File: config.mk
export PLATFORM = sky130hd
export DESIGN_NAME = eth_tx_framer
export DESIGN_NICKNAME = d
export VERILOG_FILES = /design/src/rtl/eth_pkg.sv /design/src/rtl/crc32_d8.sv /design/src/rtl/eth_tx_framer.sv
export SDC_FILE = /design/constraint.sdc
export NUM_CORES = 1
export LEC_CHECK = 0
export BUFFER_PORTS_ARGS = -buffer_cell sky130_fd_sc_hd__buf_2
export CAP_MARGIN = 25
export CORE_UTILIZATION = 40
export DETAILED_ROUTE_END_ITERATION = 10
export PLACE_DENSITY = 0.64
export SLEW_MARGIN = 30
export SYNTH_ARGS = -nofsm -noshare
export SYNTH_HDL_FRONTEND = slang
export SYNTH_SLANG_ARGS = --single-unit
File: constraint.sdc
create_clock -name clk -period 7.9 [get_ports clk]
set_clock_uncertainty 0.2 [all_clocks]
set_input_delay 0.79 -clock clk [delete_from_list [all_inputs] [get_ports clk]]
set_output_delay 0.79 -clock clk [all_outputs]
set_load 0.02 [all_outputs]
File: src/rtl/eth_pkg.sv
// Shared Ethernet framing constants, the transmit framer state encoding and CRC-32 parameters.
package eth_pkg;

    // state | meaning
    // IDLE  | waiting for the first payload byte; CRC held at its initial value
    // HDR   | emitting destination MAC, source MAC and EtherType
    // PAY   | forwarding payload bytes one per cycle
    // PAD   | emitting zero bytes up to the minimum payload length
    // FCS   | emitting the inverted CRC, low byte first
    // DROP  | discarding input up to tlast with the transmit side idle
    // IFG   | enforced inter-frame gap
    typedef enum logic [2:0] {
        IDLE,
        HDR,
        PAY,
        PAD,
        FCS,
        DROP,
        IFG
    } state_t;

    localparam int ETH_HDR_LEN     = 14;
    localparam int ETH_MIN_PAYLOAD = 46;
    localparam int ETH_FCS_LEN     = 4;

    localparam logic [31:0] CRC32_POLY = 32'hEDB88320;
    localparam logic [31:0] CRC32_INIT = 32'hFFFFFFFF;

endpackage

File: src/rtl/crc32_d8.sv
// Combinational reflected CRC-32 update for one byte (LSB of the byte enters first).
module crc32_d8
    import eth_pkg::*;
(
    input  logic [31:0] crc,
    input  logic [7:0]  data,
    output logic [31:0] crc_next
);

    always_comb begin
        crc_next = crc ^ {24'h0, data};
        for (int i = 0; i < 8; i++) begin
            crc_next = crc_next[0] ? ((crc_next >> 1) ^ CRC32_POLY) : (crc_next >> 1);
        end
    end

endmodule

File: src/rtl/eth_tx_framer.sv
// Ethernet II transmit framer: header, payload, zero padding and FCS towards mac_rgmii.
module eth_tx_framer
    import eth_pkg::*;
#(
    parameter int MAX_PAYLOAD = 1500,
    parameter int IFG_CYCLES  = 12,
    parameter int CNT_W       = 16
) (
    input  logic             clk,
    input  logic             rst,
    input  logic [47:0]      dst_mac,
    input  logic [47:0]      src_mac,
    input  logic [15:0]      ethertype,
    input  logic [7:0]       s_tdata,
    input  logic             s_tvalid,
    input  logic             s_tlast,
    output logic             s_tready,
    output logic [7:0]       mac_tx_data,
    output logic             mac_tx_valid,
    output logic             mac_tx_sof,
    output logic             mac_tx_eof,
    output logic             busy,
    output logic             tx_err,
    output logic [CNT_W-1:0] frame_cnt,
    output logic [CNT_W-1:0] trunc_cnt
);

    localparam int PC_W  = $clog2(MAX_PAYLOAD + 1);
    localparam int TMR_W = 16;

    state_t           state, state_d;
    logic [103:0]     hdr_sr, hdr_sr_d;
    logic [PC_W-1:0]  pay_cnt, pay_cnt_d, pay_inc;
    logic [TMR_W-1:0] tmr, tmr_d;
    logic             trunc, trunc_d;
    logic [31:0]      crc, crc_d, crc_nxt;
    logic             crc_upd;
    logic [7:0]       data_d;
    logic             valid_d, sof_d, eof_d, err_d;
    logic [CNT_W-1:0] frame_cnt_d, trunc_cnt_d;

    assign s_tready = (state == PAY) || (state == DROP);
    assign pay_inc  = pay_cnt + PC_W'(1);

    crc32_d8 u_crc (
        .crc      (crc),
        .data     (data_d),
        .crc_next (crc_nxt)
    );

    always_comb begin
        state_d     = state;
        hdr_sr_d    = hdr_sr;
        pay_cnt_d   = pay_cnt;
        tmr_d       = tmr;
        trunc_d     = trunc;
        crc_d       = crc;
        crc_upd     = 1'b0;
        data_d      = 8'h00;
        valid_d     = 1'b0;
        sof_d       = 1'b0;
        eof_d       = 1'b0;
        err_d       = 1'b0;
        frame_cnt_d = frame_cnt;
        trunc_cnt_d = trunc_cnt;

        case (state)
            IDLE: begin
                crc_d = CRC32_INIT;
                if (s_tvalid) begin
                    // First header byte goes out on the start edge; the rest is snapshotted here
                    state_d   = HDR;
                    hdr_sr_d  = {dst_mac[39:0], src_mac, ethertype};
                    data_d    = dst_mac[47:40];
                    valid_d   = 1'b1;
                    sof_d     = 1'b1;
                    crc_upd   = 1'b1;
                    tmr_d     = TMR_W'(ETH_HDR_LEN - 1);
                    pay_cnt_d = '0;
                    trunc_d   = 1'b0;
                end
            end
            HDR: begin
                data_d   = hdr_sr[103:96];
                hdr_sr_d = {hdr_sr[95:0], 8'h00};
                valid_d  = 1'b1;
                crc_upd  = 1'b1;
                tmr_d    = tmr - TMR_W'(1);
                if (tmr == TMR_W'(1)) state_d = PAY;
            end
            PAY: begin
                valid_d = 1'b1;
                if (s_tvalid) begin
                    data_d    = s_tdata;
                    crc_upd   = 1'b1;
                    pay_cnt_d = pay_inc;
                    if (s_tlast) begin
                        if (pay_inc < PC_W'(ETH_MIN_PAYLOAD)) begin
                            state_d = PAD;
                            tmr_d   = TMR_W'(ETH_MIN_PAYLOAD) - TMR_W'(pay_inc);
                        end else begin
                            state_d = FCS;
                            tmr_d   = TMR_W'(ETH_FCS_LEN);
                        end
                    end else if (pay_inc == PC_W'(MAX_PAYLOAD)) begin
                        state_d     = FCS;
                        tmr_d       = TMR_W'(ETH_FCS_LEN);
                        trunc_d     = 1'b1;
                        trunc_cnt_d = trunc_cnt + CNT_W'(1);
                    end
                end else begin
                    // The MAC cannot stall: close the frame with a bad tail and no FCS
                    eof_d   = 1'b1;
                    err_d   = 1'b1;
                    state_d = DROP;
                end
            end
            PAD: begin
                valid_d = 1'b1;
                crc_upd = 1'b1;
                tmr_d   = tmr - TMR_W'(1);
                if (tmr == TMR_W'(1)) begin
                    state_d = FCS;
                    tmr_d   = TMR_W'(ETH_FCS_LEN);
                end
            end
            FCS: begin
                valid_d = 1'b1;
                data_d  = ~crc[7:0];
                crc_d   = {8'h00, crc[31:8]};
                tmr_d   = tmr - TMR_W'(1);
                if (tmr == TMR_W'(1)) begin
                    eof_d       = 1'b1;
                    frame_cnt_d = frame_cnt + CNT_W'(1);
                    state_d     = trunc ? DROP : IFG;
                    tmr_d       = TMR_W'(IFG_CYCLES);
                end
            end
            DROP: begin
                crc_d = CRC32_INIT;
                if (s_tvalid && s_tlast) begin
                    state_d = IFG;
                    tmr_d   = TMR_W'(IFG_CYCLES);
                end
            end
            IFG: begin
                crc_d = CRC32_INIT;
                tmr_d = tmr - TMR_W'(1);
                if (tmr == TMR_W'(1)) state_d = IDLE;
            end
            default: state_d = IDLE;
        endcase
    end

    always_ff @(posedge clk or posedge rst) begin
        if (rst) begin
            state        <= IDLE;
            hdr_sr       <= '0;
            pay_cnt      <= '0;
            tmr          <= '0;
            trunc        <= 1'b0;
            crc          <= CRC32_INIT;
            mac_tx_data  <= '0;
            mac_tx_valid <= 1'b0;
            mac_tx_sof   <= 1'b0;
            mac_tx_eof   <= 1'b0;
            busy         <= 1'b0;
            tx_err       <= 1'b0;
            frame_cnt    <= '0;
            trunc_cnt    <= '0;
        end else begin
            state        <= state_d;
            hdr_sr       <= hdr_sr_d;
            pay_cnt      <= pay_cnt_d;
            tmr          <= tmr_d;
            trunc        <= trunc_d;
            crc          <= crc_upd ? crc_nxt : crc_d;
            mac_tx_data  <= data_d;
            mac_tx_valid <= valid_d;
            mac_tx_sof   <= sof_d;
            mac_tx_eof   <= eof_d;
            busy         <= (state_d != IDLE);
            tx_err       <= err_d;
            frame_cnt    <= frame_cnt_d;
            trunc_cnt    <= trunc_cnt_d;
        end
    end

endmodule

Word-level counts from Yosys, hierarchy flattened
Index checks and enable logic that the tools add are counted.
W data, S select, Z words.
{"block": "op_classes", "addsub": 5, "mul": 0, "div": 0, "order_cmp": 1, "eq_ne": 14, "shifts": 0, "mux": 52, "bitwise": 11, "n_reduce_logical": 19}
{"operator": "$mux W32", "count": 9}
{"operator": "$pmux W104 S2", "count": 1}
{"operator": "$mux W16", "count": 8}
{"operator": "$not A13 Y14", "count": 8}
{"operator": "$mux W104", "count": 1}
{"operator": "$pmux W16 S6", "count": 1}
{"operator": "$pmux W32 S2", "count": 1}
{"operator": "$add A16 B1 Y16 const B", "count": 2}
{"operator": "$pmux W8 S4", "count": 1}
{"operator": "$xor A32 B8 Y32", "count": 1}
{"operator": "$mux W3", "count": 10}
{"operator": "$mux W11", "count": 2}
{"operator": "$pmux W11 S2", "count": 1}
{"operator": "$pmux W3 S7", "count": 1}
{"operator": "$eq A16 B1 Y1 const B", "count": 1}
{"operator": "$mux W8", "count": 2}
{"operator": "$sub A16 B1 Y16 const B", "count": 1}
{"operator": "$sub A6 B11 Y12 const A", "count": 1}
{"operator": "$add A11 B1 Y11 const B", "count": 1}
{"operator": "$eq A11 B11 Y1 const B", "count": 1}
{"operator": "$lt A11 B6 Y1 const B", "count": 1}
{"operator": "$reduce_and A5 Y1", "count": 2}
{"operator": "$eq A3 B3 Y1 const B", "count": 3}
{"operator": "$mux W1", "count": 9}
{"operator": "21 further kinds", "count": 33}
{"block": "totals", "ff_bits": 212, "latchBits": 0, "ramBits": 0, "romBits": 0, "inputBits": 124, "out_inout_bits": 46, "wordCells": 116, "mem_count": 0}

Logic depth before layout (Yosys ltp)
{"block": "logic_depth", "ltp_word": 20, "depth_mapped": 11, "ltp_nobuf": 10}

Modules after synthesis
From an unflattened synthesis, not the netlist that was laid out.
{"block": "unflattened", "cells_unflattened": 1166, "hier_area_um2": 11589.9}
{"mod": "eth_tx_framer", "instances": 1, "cells_per_inst": 1101, "area_each_um2": 10659.0, "seq_area_each_um2": 5345.1}
{"mod": "crc32_d8", "instances": 1, "cells_per_inst": 65, "area_each_um2": 930.9, "seq_area_each_um2": 0.0}

Worst setup path after synthesis
Ideal clock, no wire load.
{"block": "synth_timing", "path_type": "input to register", "startpoint": "input port s_tvalid", "endpoint": "register crc[18]", "setup_time_ns": 0.082, "arrival_ns": 3.009, "required_ns": 7.618, "path_slack_ns": 4.610, "stages": 10, "cell_sequence": "buf_2 > and4bb_2 > clkbuf_1 > a21oi_1 > a211oi_2 > xnor2_1 > xor2_1 > xnor2_1 > and3_1 > nor3_1"}
{"block": "synth_via", "elab_chain_len": 16, "elab_cells_between_ends": 21, "cone_classes": "mux (14); bitwise (6); reduce/logical (1)"}
{"element": "start: declaration", "line_no": "eth_tx_framer.sv:15", "text": "input logic s_tvalid,"}
{"element": "$mux W8 (on tied branches)", "line_no": "eth_tx_framer.sv:93, eth_tx_framer.sv:70"}
{"element": "$pmux W8 S4", "line_no": "eth_tx_framer.sv:67", "text": "case (state)"}
{"element": "$xor A32 B8 Y32", "line_no": "crc32_d8.sv:11", "text": "crc_next = crc ^ {24'h0, data};"}
{"element": "$mux W32 (2 in a row)", "line_no": "crc32_d8.sv:13", "text": "crc_next = crc_next[0] ? ((crc_next >> 1) ^ CRC32_POLY) : (crc_next >> 1);"}
{"element": "$not A13 Y14 (no source line)"}
{"element": "$mux W32 (2 in a row)", "line_no": "crc32_d8.sv:13"}
{"element": "$not A13 Y14 (no source line)"}
{"element": "$mux W32", "line_no": "crc32_d8.sv:13"}
{"element": "$not A13 Y14 (no source line)"}
{"element": "$mux W32", "line_no": "crc32_d8.sv:13"}
{"element": "$not A13 Y14 (no source line)"}
{"element": "$mux W32 (2 in a row)", "line_no": "crc32_d8.sv:13"}
{"element": "$mux W32", "line_no": "eth_tx_framer.sv:177", "text": "crc <= crc_upd ? crc_nxt : crc_d;"}
{"element": "end signal: assignment", "line_no": "eth_tx_framer.sv:177"}
{"element": "end: declaration", "line_no": "eth_tx_framer.sv:36", "text": "logic [31:0] crc, crc_d, crc_nxt;"}
Parallel ways exist; a longest one is shown, timed or not.
A chain may end at the register's enable or synchronous reset.

Final worst setup path
{"block": "layout_timing", "startpoint": "register state[2]", "endpoint": "register crc[20]"}
{"block": "layout_via", "elab_chain_len": 17, "elab_cells_between_ends": 30, "cone_classes": "eq/ne (6); mux (12); bitwise (7); reduce/logical (5)"}
{"element": "start: declaration", "line_no": "eth_tx_framer.sv:31", "text": "state_t state, state_d;"}
{"element": "start signal: assignment", "line_no": "eth_tx_framer.sv:172", "text": "state <= state_d;"}
{"element": "$eq A3 B3 Y1, or another cell as far along", "line_no": "eth_tx_framer.sv:67"}
{"element": "$pmux W8 S4", "line_no": "eth_tx_framer.sv:67"}
{"element": "$xor A32 B8 Y32", "line_no": "crc32_d8.sv:11"}
{"element": "$mux W32", "line_no": "crc32_d8.sv:13"}
{"element": "$not A13 Y14 (no source line)"}
{"element": "$mux W32 (2 in a row)", "line_no": "crc32_d8.sv:13"}
{"element": "$not A13 Y14 (no source line)"}
{"element": "$mux W32", "line_no": "crc32_d8.sv:13"}
{"element": "$not A13 Y14 (no source line)"}
{"element": "$mux W32 (2 in a row)", "line_no": "crc32_d8.sv:13"}
{"element": "$not A13 Y14 (no source line)"}
{"element": "$mux W32", "line_no": "crc32_d8.sv:13"}
{"element": "$not A13 Y14 (no source line)"}
{"element": "$mux W32", "line_no": "crc32_d8.sv:13"}
{"element": "$mux W32", "line_no": "eth_tx_framer.sv:177"}
Parallel ways exist; a longest one is shown, timed or not.

==> impl_metrics.tcl <==
set metrics [dict create \
    status "finished, final reports clean" \
    internal_power_uw 3740 \
    required_ns 8.16 \
    cts-root-buf "clkbuf_16" \
    coreArea_sq_um 27700 \
    p_comb_share_pct 49.0 \
    worst_pin_slew_ns 0.981 \
    yosysUniqueCellTypes 71 \
    chipHeight_um 170 \
    ys_seq_area_share_pct 47.5 \
    ys_top_cells_by_count "nand2_1 (193), dfrtp_1 (180), o21ai_0 (162)" \
    grt_pass1_vias 8682 \
    ios 170 \
    synth_compound_area_share_pct 17.0 \
    hp-class "in -> async" \
    path_max_fanout 35 \
    crit_type "reg -> reg" \
    synth_area_leader_cell "dfrtp_1" \
    max-vdd-ir-drop_v 0.000190 \
    multi_input_area_sq_um 5570 \
    yosys-top-cells-area "dfrtp_1 (40%), mux2i_1 (8.8%), dfstp_2 (7.5%)" \
    dieArea_sq_um 28800 \
    routedWlPerCell_um 16.7 \
    synth_edf_count 0 \
    critPathCaptureType "register" \
    clock_sinks 212 \
    antenna_found_initial 7 \
    power.density_nw_per_um2 471 \
    cts_resized 0 \
    io_buffers 169 \
    dp_hpwl_mm 19.5 \
    gp_congestion 0.905 \
    p_clk_share_pct 20.8 \
    yosysTopAreaCellShare_pct 40.0 \
    seq_area_sq_um 5350 \
    holdBufCountCts 0 \
    dieWidth_um 170 \
    muxShareOfSynthArea_pct 9.11 \
    syn_area_sq_um 11200 \
    max_cap_viol_count 0 \
    drt_pass1_iterations 5 \
    cts_tree "yes" \
    clkLatencyLatePin_ns 0.52 \
    synth_top_family_by_area "compound AO/OA/AOI/OAI gates" \
    synthFlopType "dfrtp_1" \
    post_cts_buffers 0 \
    crit_path_start_kind "register" \
    drtIter0Drc 547 \
    syn_nets 1318 \
    min_period_over_period_pct 51.5 \
    hold_viol 0 \
    htreeDepth 1 \
    yosys_register_bits 212 \
    vias 8975 \
    synth.most_common_cell "nand2_1" \
    rrSetupSlack_ns 3.83 \
    clock_path_buffers 3 \
    initial_core_util_pct 40.6 \
    overflow 0 \
    synth-async-reset-ratio_pct 100 \
    synth-simple-area-share_pct 15.6 \
    p_leak_uw 0.00603 \
    clk_pin_slew_ns 0.07 \
    fin_nets 1451 \
    fillers 2590 \
    rows 61 \
    grt_max_degree 143 \
    viasPerCell 5.23 \
    synth_area_per_cell_sq_um 9.48 \
    grt_first_pass_wirelength_mm 46.0 \
    area_growth_pct 19.1 \
    synth_xor_area_share_pct 6.74 \
    arrival_ns 4.33 \
    seq_power_share_pct 30.2 \
    route.detailed.drc 0 \
    yosysWarnings 0 \
    drv_slew 0 \
    cts_buffers 25 \
    max_freq_mhz 246 \
    final_layout_size_suffix_gt1_share_pct 21.9 \
    synth_fa_ha_area_share_pct 0.890 \
    switching_share_pct 40.7 \
    netlist_instances 1186 \
    period_needed_ns 4.07 \
    wirelength_mm 28.6 \
    setup_viol 0 \
    setup-tns-final_ns 0 \
    hold_ws_ns 0.164 \
    slew_headroom_pct 34.6 \
    final_util_pct 48.4 \
    antenna_left 0 \
    grt.total_usage_pct 19.8 \
    rsz0062_at_grt "no" \
    p_switching_uw 2570 \
]
cell type report:
class / instances / share of cell area, %
Antenna cell: 1 / 0.0187
Sequential cell: 212 / 39.9
Clock buffer: 34 / 5.44
Clock inverter: 12 / 1.66
Timing Repair Buffer: 181 / 7.35
Inverter: 13 / 0.495
Tap cell: 378 / 3.53
Multi-Input combinational cell: 886 / 41.6
cells in the final DEF, fill, tap and decap left out, drive strengths merged, types with 12 or more instances in the layout:
| master | netlist | layout |
|---|---|---|
| xnor2 | 54 | 54 |
| nor2 | 74 | 74 |
| dfstp | 32 | 32 |
| nand3 | 15 | 15 |
| inv | 13 | 14 |
| o22ai | 17 | 17 |
| o21ai | 164 | 164 |
| dfrtp | 180 | 180 |
| nand2 | 193 | 193 |
| nand4 | 12 | 12 |
| and3 | 13 | 13 |
| xor2 | 30 | 30 |
| buf | 9 | 181 |
| nor3 | 15 | 15 |
| clkbuf | 66 | 34 |
| a21oi | 52 | 52 |
| mux2i | 99 | 99 |
worst paths after layout:
check | from | endpoint | depth (start not counted)
min in group clk | frame_cnt[15]$_DFFE_PP0P_ | frame_cnt[15]$_DFFE_PP0P_ | 1
max in group asynchronous | rst | frame_cnt[13]$_DFFE_PP0P_ | 3
setup reg to reg | state[2]$_DFF_PP0_ | crc[20]$_DFFE_PP1P_ | 9
hold / removal | rst | mac_tx_sof$_DFF_PP0_ | 2
setup / recovery | state[2]$_DFF_PP0_ | crc[20]$_DFFE_PP1P_ | 9
hold reg to reg | frame_cnt[15]$_DFFE_PP0P_ | frame_cnt[15]$_DFFE_PP0P_ | 1
per-layer routing:
metal  share of wire [%]  GRT usage (%)  wire length, um  vias up
met3                 6.7           5.06             1910       56
met4                 2.5           5.56              716        8
met5                0.20              0               58        -
li1                    -              -                -     4438
met2                  45           30.7            12900      237
met1                  46           27.3            13000     4236
critical path: stages, from the launching register on:
cell      delay [ns]
dfrtp_1         0.74
or4b_1          0.86
inv_6           0.26
a221oi_1        0.15
a211oi_2        0.65
xnor2_1         0.32
xnor2_1         0.38
xnor2_1         0.19
nor2_1          0.09
nor3b_2         0.15
flip-flops by register name, summed over array words and instances (netlist names):
register,cells
state,3
mac_tx_valid,1
mac_tx_data,8
trunc,1
tx_err,1
crc,32
tmr,16
mac_tx_eof,1
trunc_cnt,16
hdr_sr,104
pay_cnt,11
busy,1
frame_cnt,16
mac_tx_sof,1
power by group through the flow:
stage / logic [uW] / registers [uW] / clock network (uW)
2_1_floorplan: 2520 / 1800 / 0
5_1_grt: 3460 / 1960 / 1390
4_1_cts: 3110 / 1900 / 1350
6_report: 3090 / 1910 / 1320
3_3_place_gp: 2990 / 1900 / 0
3_5_place_dp: 3100 / 1920 / 0
through the flow:
step / cell area [sq um] / power [uW] / std cells / setup slack, ns
floorplan: 11200 / 4320 / 1186 / 1.17
global route: 13400 / 6800 / 1716 / 3.58
global placement: 12400 / 4890 / 1667 / 3.78
CTS: 13400 / 6360 / 1716 / 3.86
detailed placement: 12400 / 5020 / 1670 / 3.75
finish: 13400 / 6310 / 1717 / 3.83
cells by family after synthesis:
group	Yosys count
AOI/OAI and AO/OA	311
xor gates and xnor gates	84
adders and majority gates	8
buffers and inverters	88
DFF	212
muxes	102
and+or+nand+nor	381
No activity file was read; power rests on OpenSTA's default activity.
